### src/rtl/conv_job_scheduler_pkg.sv
// Shared state encoding, activation-mode constants and width helper for the
// convolution job scheduler.
package conv_pkg;

  typedef enum logic [2:0] {
    S_IDLE,
    S_ISSUE,
    S_WAIT_ACC,
    S_ACT,
    S_WRITE,
    S_FINISH
  } state_t;

  localparam logic [1:0] ACT_NONE   = 2'b00;
  localparam logic [1:0] ACT_RELU   = 2'b01;
  localparam logic [1:0] ACT_CORDIC = 2'b10;

  localparam int IMG_W_DEF   = 6;
  localparam int K_DEF       = 5;
  localparam int TIMEOUT_DEF = 255;

  // Bits needed to hold 0..n-1, never narrower than one bit.
  function automatic int cw(input int n);
    return (n < 2) ? 1 : $clog2(n);
  endfunction

endpackage

### src/rtl/conv_job_scheduler_tap_counter.sv
// Nested row/column counter over an N x N window with explicit terminal
// compares; exposes current and next values so address stages can lead the count.
module conv_tap_counter
  import conv_pkg::*;
#(
  parameter int N = 5,
  parameter int W = cw(N)
) (
  input  logic         clk,
  input  logic         reset,
  input  logic         i_clr,
  input  logic         i_en,
  output logic [W-1:0] o_row,
  output logic [W-1:0] o_col,
  output logic [W-1:0] o_row_nxt,
  output logic [W-1:0] o_col_nxt,
  output logic         o_last
);

  logic [W-1:0] r_row;
  logic [W-1:0] r_col;
  logic         w_row_end;
  logic         w_col_end;

  assign w_row_end = (r_row == W'(N - 1));
  assign w_col_end = (r_col == W'(N - 1));
  assign o_last    = w_row_end && w_col_end;
  assign o_row     = r_row;
  assign o_col     = r_col;

  always_comb begin
    o_row_nxt = r_row;
    o_col_nxt = r_col;
    if (i_clr) begin
      o_row_nxt = '0;
      o_col_nxt = '0;
    end else if (i_en) begin
      if (w_col_end) begin
        o_col_nxt = '0;
        o_row_nxt = w_row_end ? '0 : r_row + W'(1);
      end else begin
        o_col_nxt = r_col + W'(1);
      end
    end
  end

  always_ff @(posedge clk or posedge reset) begin
    if (reset) begin
      r_row <= '0;
      r_col <= '0;
    end else begin
      r_row <= o_row_nxt;
      r_col <= o_col_nxt;
    end
  end

endmodule

### src/rtl/conv_job_scheduler.sv
// Convolution job sequencer: walks output pixels and kernel taps, handshakes
// taps into the MAC, runs the optional activation step and writes each result.
module conv_job_scheduler
  import conv_pkg::*;
#(
  parameter int IMG_W   = IMG_W_DEF,
  parameter int K       = K_DEF,
  parameter int TIMEOUT = TIMEOUT_DEF,
  localparam int OUT_W  = IMG_W - K + 1,
  localparam int IN_AW  = cw(IMG_W * IMG_W),
  localparam int W_AW   = cw(K * K),
  localparam int OUT_AW = cw(OUT_W * OUT_W)
) (
  input  logic              clk,
  input  logic              reset,
  input  logic              start,
  input  logic              load_r,
  input  logic              load_wr,
  input  logic [1:0]        act_mode,
  input  logic              mac_ready,
  input  logic              acc_valid,
  input  logic              act_done,
  output logic [IN_AW-1:0]  in_addr,
  output logic [W_AW-1:0]   w_addr,
  output logic              mac_valid,
  output logic              mac_first,
  output logic              mac_last,
  output logic [1:0]        act_sel,
  output logic              act_start,
  output logic              out_we,
  output logic [OUT_AW-1:0] out_addr,
  output logic              busy,
  output logic              done,
  output logic              abort
);

  localparam int KW = cw(K);
  localparam int PW = cw(OUT_W);
  localparam int TW = cw(TIMEOUT + 1);

  if (OUT_W < 1) begin : g_bad_geometry
    $error("conv_job_scheduler: kernel K must not exceed IMG_W");
  end

  state_t              r_state;
  state_t              w_state_nxt;
  logic [KW-1:0]       w_kr, w_kc, w_kr_n, w_kc_n;
  logic [PW-1:0]       w_pr, w_pc, w_pr_n, w_pc_n;
  logic                w_tap_last, w_pix_last;
  logic                w_load, w_accept, w_tap_en, w_pix_en;
  logic                w_abort_set, w_done_set, w_tmo;
  logic [1:0]          r_act_sel;
  logic [TW-1:0]       r_wait;
  logic                r_done, r_abort;
  logic [IN_AW-1:0]    r_in_addr;
  logic [W_AW-1:0]     r_w_addr;
  logic [OUT_AW-1:0]   r_out_addr;

  conv_tap_counter #(.N(K), .W(KW)) u_tap (
    .clk       (clk),
    .reset     (reset),
    .i_clr     (w_accept),
    .i_en      (w_tap_en),
    .o_row     (w_kr),
    .o_col     (w_kc),
    .o_row_nxt (w_kr_n),
    .o_col_nxt (w_kc_n),
    .o_last    (w_tap_last)
  );

  conv_tap_counter #(.N(OUT_W), .W(PW)) u_pix (
    .clk       (clk),
    .reset     (reset),
    .i_clr     (w_accept),
    .i_en      (w_pix_en),
    .o_row     (w_pr),
    .o_col     (w_pc),
    .o_row_nxt (w_pr_n),
    .o_col_nxt (w_pc_n),
    .o_last    (w_pix_last)
  );

  assign w_load = load_r || load_wr;
  assign w_tmo  = (r_wait == TW'(TIMEOUT - 1));

  always_ff @(posedge clk or posedge reset) begin
    if (reset) r_state <= S_IDLE;
    else       r_state <= w_state_nxt;
  end

  // A pending load outranks every handshake in the same cycle.
  always_comb begin
    w_state_nxt = r_state;
    w_accept    = 1'b0;
    w_tap_en    = 1'b0;
    w_pix_en    = 1'b0;
    w_abort_set = 1'b0;
    w_done_set  = 1'b0;
    mac_valid   = 1'b0;
    act_start   = 1'b0;
    out_we      = 1'b0;
    case (r_state)
      S_IDLE: begin
        if (start && !w_load) begin
          w_accept    = 1'b1;
          w_state_nxt = S_ISSUE;
        end
      end
      S_ISSUE: begin
        mac_valid = 1'b1;
        if (w_load) begin
          w_abort_set = 1'b1;
        end else if (mac_ready) begin
          w_tap_en = 1'b1;
          if (w_tap_last) w_state_nxt = S_WAIT_ACC;
        end
      end
      S_WAIT_ACC: begin
        if (w_load) begin
          w_abort_set = 1'b1;
        end else if (acc_valid) begin
          w_state_nxt = (r_act_sel == ACT_RELU || r_act_sel == ACT_CORDIC) ? S_ACT : S_WRITE;
        end else if (w_tmo) begin
          w_abort_set = 1'b1;
        end
      end
      S_ACT: begin
        act_start = (r_wait == '0);
        if (w_load) begin
          w_abort_set = 1'b1;
        end else if (act_done) begin
          w_state_nxt = S_WRITE;
        end else if (w_tmo) begin
          w_abort_set = 1'b1;
        end
      end
      S_WRITE: begin
        out_we = 1'b1;
        if (w_load) begin
          w_abort_set = 1'b1;
        end else if (w_pix_last) begin
          w_state_nxt = S_FINISH;
        end else begin
          w_pix_en    = 1'b1;
          w_state_nxt = S_ISSUE;
        end
      end
      S_FINISH: begin
        if (w_load) w_abort_set = 1'b1;
        else        w_done_set  = 1'b1;
        w_state_nxt = S_IDLE;
      end
      default: w_state_nxt = S_IDLE;
    endcase
    if (w_abort_set) w_state_nxt = S_IDLE;
  end

  // done/abort are registered, so they are seen in the first IDLE cycle with busy already low.
  always_ff @(posedge clk or posedge reset) begin
    if (reset) begin
      r_act_sel  <= ACT_NONE;
      r_wait     <= '0;
      r_done     <= 1'b0;
      r_abort    <= 1'b0;
      r_in_addr  <= '0;
      r_w_addr   <= '0;
      r_out_addr <= '0;
    end else begin
      r_done  <= w_done_set;
      r_abort <= w_abort_set;
      if (w_accept) r_act_sel <= (act_mode == 2'b11) ? ACT_NONE : act_mode;
      if (w_state_nxt != r_state)       r_wait <= '0;
      else if (r_wait != TW'(TIMEOUT))  r_wait <= r_wait + TW'(1);
      // Address stage is fed from next-count values so it lines up with the counters.
      r_in_addr  <= IN_AW'((IN_AW'(w_pr_n) + IN_AW'(w_kr_n)) * IN_AW'(IMG_W)
                           + IN_AW'(w_pc_n) + IN_AW'(w_kc_n));
      r_w_addr   <= W_AW'(W_AW'(w_kr_n) * W_AW'(K) + W_AW'(w_kc_n));
      r_out_addr <= OUT_AW'(OUT_AW'(w_pr) * OUT_AW'(OUT_W) + OUT_AW'(w_pc));
    end
  end

  assign mac_first = (r_state == S_ISSUE) && (w_kr == '0) && (w_kc == '0);
  assign mac_last  = (r_state == S_ISSUE) && w_tap_last;
  assign in_addr   = r_in_addr;
  assign w_addr    = r_w_addr;
  assign out_addr  = r_out_addr;
  assign act_sel   = r_act_sel;
  assign busy      = (r_state != S_IDLE);
  assign done      = r_done;
  assign abort     = r_abort;

endmodule

### config.mk
export PLATFORM = sky130hd
export DESIGN_NAME = conv_job_scheduler
export DESIGN_NICKNAME = d
export VERILOG_FILES = /design/src/rtl/conv_job_scheduler_pkg.sv /design/src/rtl/conv_job_scheduler_tap_counter.sv /design/src/rtl/conv_job_scheduler.sv
export SDC_FILE = /design/constraint.sdc
export NUM_CORES = 1
export LEC_CHECK = 0
export ABC_AREA = 1
export BUFFER_PORTS_ARGS = -buffer_cell sky130_fd_sc_hd__buf_2
export CORE_ASPECT_RATIO = 0.9
export CORE_MARGIN = 2
export CORE_UTILIZATION = 62
export DETAILED_ROUTE_END_ITERATION = 8
export PLACE_DENSITY = 0.85
export SKIP_LAST_GASP = 1
export SYNTH_ARGS = -nofsm -noshare
export SYNTH_HDL_FRONTEND = slang
export SYNTH_HIERARCHICAL = 1
export SYNTH_SLANG_ARGS = --single-unit
### constraint.sdc
create_clock -name clk -period 5.3 [get_ports clk]
set_input_delay 0.795 -clock clk [delete_from_list [all_inputs] [get_ports clk]]
set_output_delay 0.795 -clock clk [all_outputs]
set_load 0.05 [all_outputs]
==> impl_metrics.json, run 1 <==
{
  "status": "completed",
  "most-common-layout-cells": "nand2_1, inv_1, dfrtp_1",
  "overflow": 0,
  "gr-usage-all-layers_pct": 23.8,
  "core-area_mm2": 0.00365,
  "grt_max_degree": 29,
  "cp.required_ns": 5.52,
  "drc_errors": 0,
  "rsz0062_at_grt": "no",
  "critPathKind": "primary input to register",
  "worstMarginPinSlew_ns": 1.08,
  "place_ws_ns": 1.49,
  "clkTransAtPathRegs_ns": 0.07,
  "synthAdderAreaFrac_pct": 15.5,
  "dp_hpwl_mm": 3.39,
  "die_w_um": 68.6,
  "ff2ff_setup_slack_ns": 1.93,
  "crit_arrival_ns": 3.73,
  "drt_iter0_drc": 90,
  "via_per_inst": 5.22,
  "vias": 1837,
  "netSwitchingFraction_pct": 43.2,
  "startpoint": "load_wr",
  "critPathTopFamily": "simple AND/OR/NAND/NOR gates",
  "ctsHoldBuffers": 0,
  "path_max_fanout": 7,
  "row_count": 21,
  "crit_buf_inv": 1,
  "fin_ws_ns": 1.79,
  "worstRegToRegCells": 16,
  "syn_area_mm2": 0.00233,
  "syn_inst": 268,
  "fmax_ghz": 0.285,
  "grt_pass1_vias": 1790,
  "fillCellCount": 289,
  "clock_path_buffers": 2,
  "firstDrtPassIters": 4,
  "synth-compound-area-share_pct": 5.16,
  "ant_nets": 0,
  "ys_seq_elements": 36,
  "setup_tns_ns": 0,
  "final.min_clock_period_ns": 3.51,
  "p_sw_uw": 414,
  "final_common_cell": "nand2_1",
  "maxCapViolations": 0,
  "clkSinkCount": 36,
  "dp.cells": 345,
  "fin_skew_ns": 0.00755,
  "power_frac_comb_pct": 40.1,
  "slowest_delay_ns": 0.34,
  "die-area_mm2": 0.00426,
  "htree_levels": 2,
  "maxSlewViolCount": 0,
  "final_cell_count_no_fill": 352,
  "finalCritPeriodShare_pct": 66.2,
  "initial_utilization_pct": 63.7,
  "synth_cell_types": 32,
  "reg2reg_from": "r_state[2]$_DFF_PP0_",
  "pwr-share-seq_pct": 37.6,
  "port_buffers": 32,
  "synth_xor_area_share_pct": 5.65,
  "wl_per_cell_um": 12.3,
  "clk-insertion-delay-late_ns": 0.30,
  "yosys.area_share.simple_pct": 27.5,
  "grt_antenna_before_repair": 0,
  "clockRootBuffer": "clkbuf_8",
  "ys.warnings.count": 6,
  "cp_slowest_cell": "ha_1",
  "critPathCapture": "in_addr[5]$_DFF_PP0_",
  "hold_viol_final": 0,
  "ctsResizeCount": 0,
  "synth_top_family_by_area": "simple AND/OR/NAND/NOR gates",
  "regToRegEndpoint": "in_addr[5]$_DFF_PP0_",
  "cp_cell_sequence": "buf_2 > nor2_2 > nand2_1 > nor2_2 > nand3_1 > nor2_1 > nor2_1 > nor2_1 > ha_1 > ha_1 > ha_1 > ha_1 > nand3_1 > nand3_1 > nand2_1 > nor2_1 > xnor2_1",
  "leakagePower_nw": 1.48,
  "internal-power_uw": 544,
  "nets": 343,
  "yosysSeqAreaShare_pct": 38.7,
  "post_cts_buffers": 0,
  "die_h_um": 62.1,
  "placed_area_mm2": 0.00253,
  "ioPinCount": 33,
  "end_kind": "register",
  "multi_input_area_mm2": 0.00125,
  "muxShareOfSynthArea_pct": 0,
  "powerDensity_mw_per_mm2": 364,
  "syn_nets": 305,
  "hp-class": "primary input to async pin",
  "n_antenna_cell": 0,
  "grt_pass1_wl_mm": 7.67,
  "slew_headroom_pct": 27.9,
  "regArea_um2": 901,
  "numCtsBuffers": 5,
  "wirelength_mm": 4.34,
  "power_uw": 957,
  "clock_power_share_pct": 22.3,
  "syn_to_final_growth_pct": 13.0,
  "start_kind": "primary input",
  "cp.depth": 17,
  "stdcell_area_mm2": 0.00263,
  "vdd_drop_max_mv": 0.269,
  "setup_viol": 0,
  "tritoncts": "yes",
  "globalplace.congestion": 0.913,
  "synth_area_per_cell_um2": 8.68,
  "post_route_cells_drive_above_1_share_pct": 20.9
}
worst register-to-register path: stages, from the launching register on:
cell and delay [ns]:
dfrtp_1 0.50, inv_4 0.17, nand3_2 0.16, nor2_2 0.22
nand3_1 0.19, nor2_1 0.14, nor2_1 0.05, nor2_1 0.23
ha_1 0.21, ha_1 0.26, ha_1 0.31, ha_1 0.34
nand3_1 0.09, nand3_1 0.11, nand2_1 0.06, nor2_1 0.12
xnor2_1 0.13
cells in the mapped netlist, drive strengths merged:
master	number	area (um^2)
a21boi	1	7.51
a21oi	8	51.3
and3	2	17.5
buf	1	11.3
dfrtp	36	901
fa	3	60.1
ha	24	300
inv	43	164
nand2	49	214
nand3	22	138
nand4	4	25.0
nor2	41	198
nor3	3	15.0
nor4	3	18.8
o211ai	1	7.51
o21ai	9	45.0
o41ai	1	8.76
or2	1	6.26
or4	1	7.51
xnor2	7	61.3
xor2	8	70.1
flip-flops by register name, indices dropped and copies added (netlist names):
signal,count
out_addr,2
r_state,3
abort,1
in_addr,6
act_sel,2
u_tap/o_col,3
u_pix/o_row,1
u_tap/o_row,3
r_wait,8
done,1
u_pix/o_col,1
w_addr,5
power by group through the flow:
stage          sequential (mW)  clock [mW]  combinational, mW
3_5_place_dp             0.363           0              0.386
3_3_place_gp             0.363           0              0.378
5_1_grt                  0.367       0.231              0.423
4_1_cts                  0.360       0.215              0.386
6_report                 0.360       0.214              0.384
2_1_floorplan            0.441           0              0.220
routing by layer:
layer | vias to the layer above | share of wire, % | GRT usage, %
met1 | 858 | 45 | 30.7
met3 | 8 | 3.9 | 5.25
li1 | 933 | - | -
met2 | 38 | 50 | 38.0
met5 | - | 0 | 0
met4 | 0 | 1.7 | 10.0
cells by family (layout without fill, tap and decap cells):
family                     count (synthesis)  after routing
AOI/OAI and AO/OA                         20             20
xor gates and xnor gates                  15             15
adders and majority gates                 27             27
buffers and inverters                     44             82
DFF                                       36             36
and+or+nand+nor                          126            126
worst min-delay path by stage:
stage / startpoint / endpoint / slack, ns
2_1_floorplan: u_pix/o_row$_DFF_PP0_ / out_addr[1]$_DFF_PP0_ / 0.38
3_3_place_gp: u_pix/o_col$_DFF_PP0_ / out_addr[0]$_DFF_PP0_ / 0.41
3_5_place_dp: u_pix/o_col$_DFF_PP0_ / out_addr[0]$_DFF_PP0_ / 0.42
4_1_cts: reset / u_pix/o_col$_DFF_PP0_ / 0.37
5_1_grt: reset / u_pix/o_col$_DFF_PP0_ / 0.37
6_report: reset / u_pix/o_col$_DFF_PP0_ / 0.37
per-stage QoR:
stage               utilization (%)  hold WS [ns]
finish                         72.0         0.369
global route                   72.0         0.367
CTS                            72.0         0.368
detailed placement             69.4         0.417
global placement               69.4         0.414
floorplan                         -         0.381
final cells by class:
class / count / area share, %
inverter: 43 / 6.23
tap: 46 / 2.19
timing repair buffer: 32 / 6.09
sequential: 36 / 34.3
clock buffer: 7 / 3.66
multi-input combinational: 188 / 47.6
Power figures use the tool's default switching activity.
==> run 2: changes to the inputs <==
Settings changed: CORE_UTILIZATION 62 to 57, PLACE_DENSITY 0.85 to 0.79.
Clock period 5.3 ns to 3.6 ns, I/O delays scaled along.
==> run 2 against run 1 <==
Compared with the run above: cell area up 0.95%; flip-flop and latch count unchanged; via count down 0.82%; largest cell class unchanged; cell count increased by 1.4%; clock skew increased by 0.00055 ns; wire length decreased by 1.2%; power increased by 47%; combinational power up 49%.
==> impl_metrics.json, run 2 (same netlist as run 1, synthesis figures left out) <==
{
  "port_buffers": 32,
  "grt_max_degree": 29,
  "critPathCapture": "in_addr[5]$_DFF_PP0_",
  "maxCapViolations": 0,
  "crit_buf_inv": 1,
  "cp.depth": 16,
  "hp-class": "primary input to async pin",
  "drt_iter0_drc": 44,
  "worstRegToRegCells": 16,
  "end_kind": "register",
  "regArea_um2": 901,
  "fin_skew_ns": 0.00810,
  "reg2reg_from": "r_state[2]$_DFF_PP0_",
  "drc_errors": 0,
  "maxSlewViolCount": 0,
  "slew_headroom_pct": 27.1,
  "most-common-layout-cells": "nand2_1, inv_1, dfrtp_1",
  "vdd_drop_max_mv": 0.369,
  "die_w_um": 71.4,
  "htree_levels": 2,
  "row_count": 22,
  "leakagePower_nw": 1.50,
  "finalCritPeriodShare_pct": 89.9,
  "ctsResizeCount": 0,
  "n_antenna_cell": 0,
  "fin_ws_ns": 0.365,
  "setup_tns_ns": 0,
  "ant_nets": 0,
  "post_route_cells_drive_above_1_share_pct": 21.7,
  "final_common_cell": "nand2_1",
  "clkSinkCount": 36,
  "stdcell_area_mm2": 0.00266,
  "setup_viol": 0,
  "tritoncts": "yes",
  "top_register": "r_wait",
  "cp_slowest_cell": "dfrtp_1",
  "final.min_clock_period_ns": 3.24,
  "cp_cell_sequence": "inv_4 > nand3_2 > nor2_2 > nand3_1 > nor2_1 > nor2_1 > nor2_1 > ha_1 > ha_1 > ha_1 > ha_1 > nand3_1 > nand3_1 > nand2_1 > nor2_1 > xnor2_1",
  "clockRootBuffer": "clkbuf_8",
  "ctsHoldBuffers": 0,
  "numCtsBuffers": 5,
  "vias": 1822,
  "crit_arrival_ns": 3.45,
  "fmax_ghz": 0.309,
  "startpoint": "r_state[2]$_DFF_PP0_",
  "gr-usage-all-layers_pct": 21.1,
  "dp_hpwl_mm": 3.38,
  "clk-insertion-delay-late_ns": 0.29,
  "regToRegEndpoint": "in_addr[5]$_DFF_PP0_",
  "nets": 346,
  "clkTransAtPathRegs_ns": 0.07,
  "wl_per_cell_um": 12.0,
  "ff2ff_setup_slack_ns": 0.36,
  "post_cts_buffers": 0,
  "powerDensity_mw_per_mm2": 531,
  "initial_utilization_pct": 58.3,
  "overflow": 0,
  "placed_area_mm2": 0.00256,
  "slowest_delay_ns": 0.50,
  "cp.required_ns": 3.82,
  "globalplace.congestion": 0.901,
  "largest_reg_flops": 8,
  "place_ws_ns": 0.192,
  "grt_pass1_wl_mm": 7.60,
  "grt_antenna_before_repair": 0,
  "critPathKind": "register to register",
  "path_max_fanout": 8,
  "rsz0062_at_grt": "no",
  "die_h_um": 64.6,
  "critPathTopFamily": "simple AND/OR/NAND/NOR gates",
  "die-area_mm2": 0.00461,
  "grt_pass1_vias": 1752,
  "clock_path_buffers": 2,
  "via_per_inst": 5.10,
  "multi_input_area_mm2": 0.00125,
  "syn_to_final_growth_pct": 14.1,
  "wirelength_mm": 4.29,
  "hold_viol_final": 0,
  "worstMarginPinSlew_ns": 1.09,
  "start_kind": "register",
  "status": "completed",
  "fillCellCount": 319,
  "ioPinCount": 33,
  "firstDrtPassIters": 4,
  "core-area_mm2": 0.00399
}
-- run 2: changes by cell type in the layout (fill, tap and decap cells not counted), sizes merged --
cell and change:
buf +3
-- run 2: worst min-delay path by stage --
stage                     startpoint               endpoint  slack (ns)  cells past startpoint
2_1_floorplan                  reset  u_pix/o_col$_DFF_PP0_        0.28                      1
3_3_place_gp   u_pix/o_row$_DFF_PP0_  out_addr[1]$_DFF_PP0_        0.41                      0
3_5_place_dp   u_pix/o_row$_DFF_PP0_  out_addr[1]$_DFF_PP0_        0.41                      0
4_1_cts                        reset  u_pix/o_row$_DFF_PP0_        0.11                      2
5_1_grt                        reset  u_pix/o_row$_DFF_PP0_        0.11                      2
6_report                       reset  u_pix/o_row$_DFF_PP0_        0.12                      2
-- run 2: metrics by stage --
stage	hold slack, ns	util [%]	power, mW	std cells
final	0.125	66.5	1.41	357
after global routing	0.112	66.5	1.50	357
after CTS	0.113	66.5	1.43	357
after detailed placement	0.407	64.1	1.11	350
after global placement	0.407	64.1	1.10	350
after floorplan	0.281	-	0.973	268
-- run 2: worst register-to-register path, cell delays in order, from the launching register on --
cell and delay [ns]:
dfrtp_1 0.50, inv_4 0.17, nand3_2 0.16, nor2_2 0.14, nand3_1 0.17, nor2_1 0.13
nor2_1 0.05, nor2_1 0.24, ha_1 0.22, ha_1 0.26, ha_1 0.30, ha_1 0.35
nand3_1 0.09, nand3_1 0.11, nand2_1 0.06, nor2_1 0.11, xnor2_1 0.12
-- run 2: layout make-up --
cell class,instances,area share [%]
multi-input combinational,188,47.1
sequential,36,33.9
timing repair buffer,35,6.88
inverter,43,6.17
clock buffer,7,3.63
tap,48,2.26
-- run 2: where the power goes --
group,internal [mW],switching (mW)
combinational,0.159,0.413
clock,0.170,0.139
sequential,0.473,0.0564
total,0.803,0.608
-- run 2: layer usage --
metal,vias to the layer above,track usage (%),part of all wire [%]
li1,932,-,-
met1,839,27.4,47
met2,42,34.3,47
met3,9,4.82,4.2
met4,0,8.25,1.8
met5,-,0,0
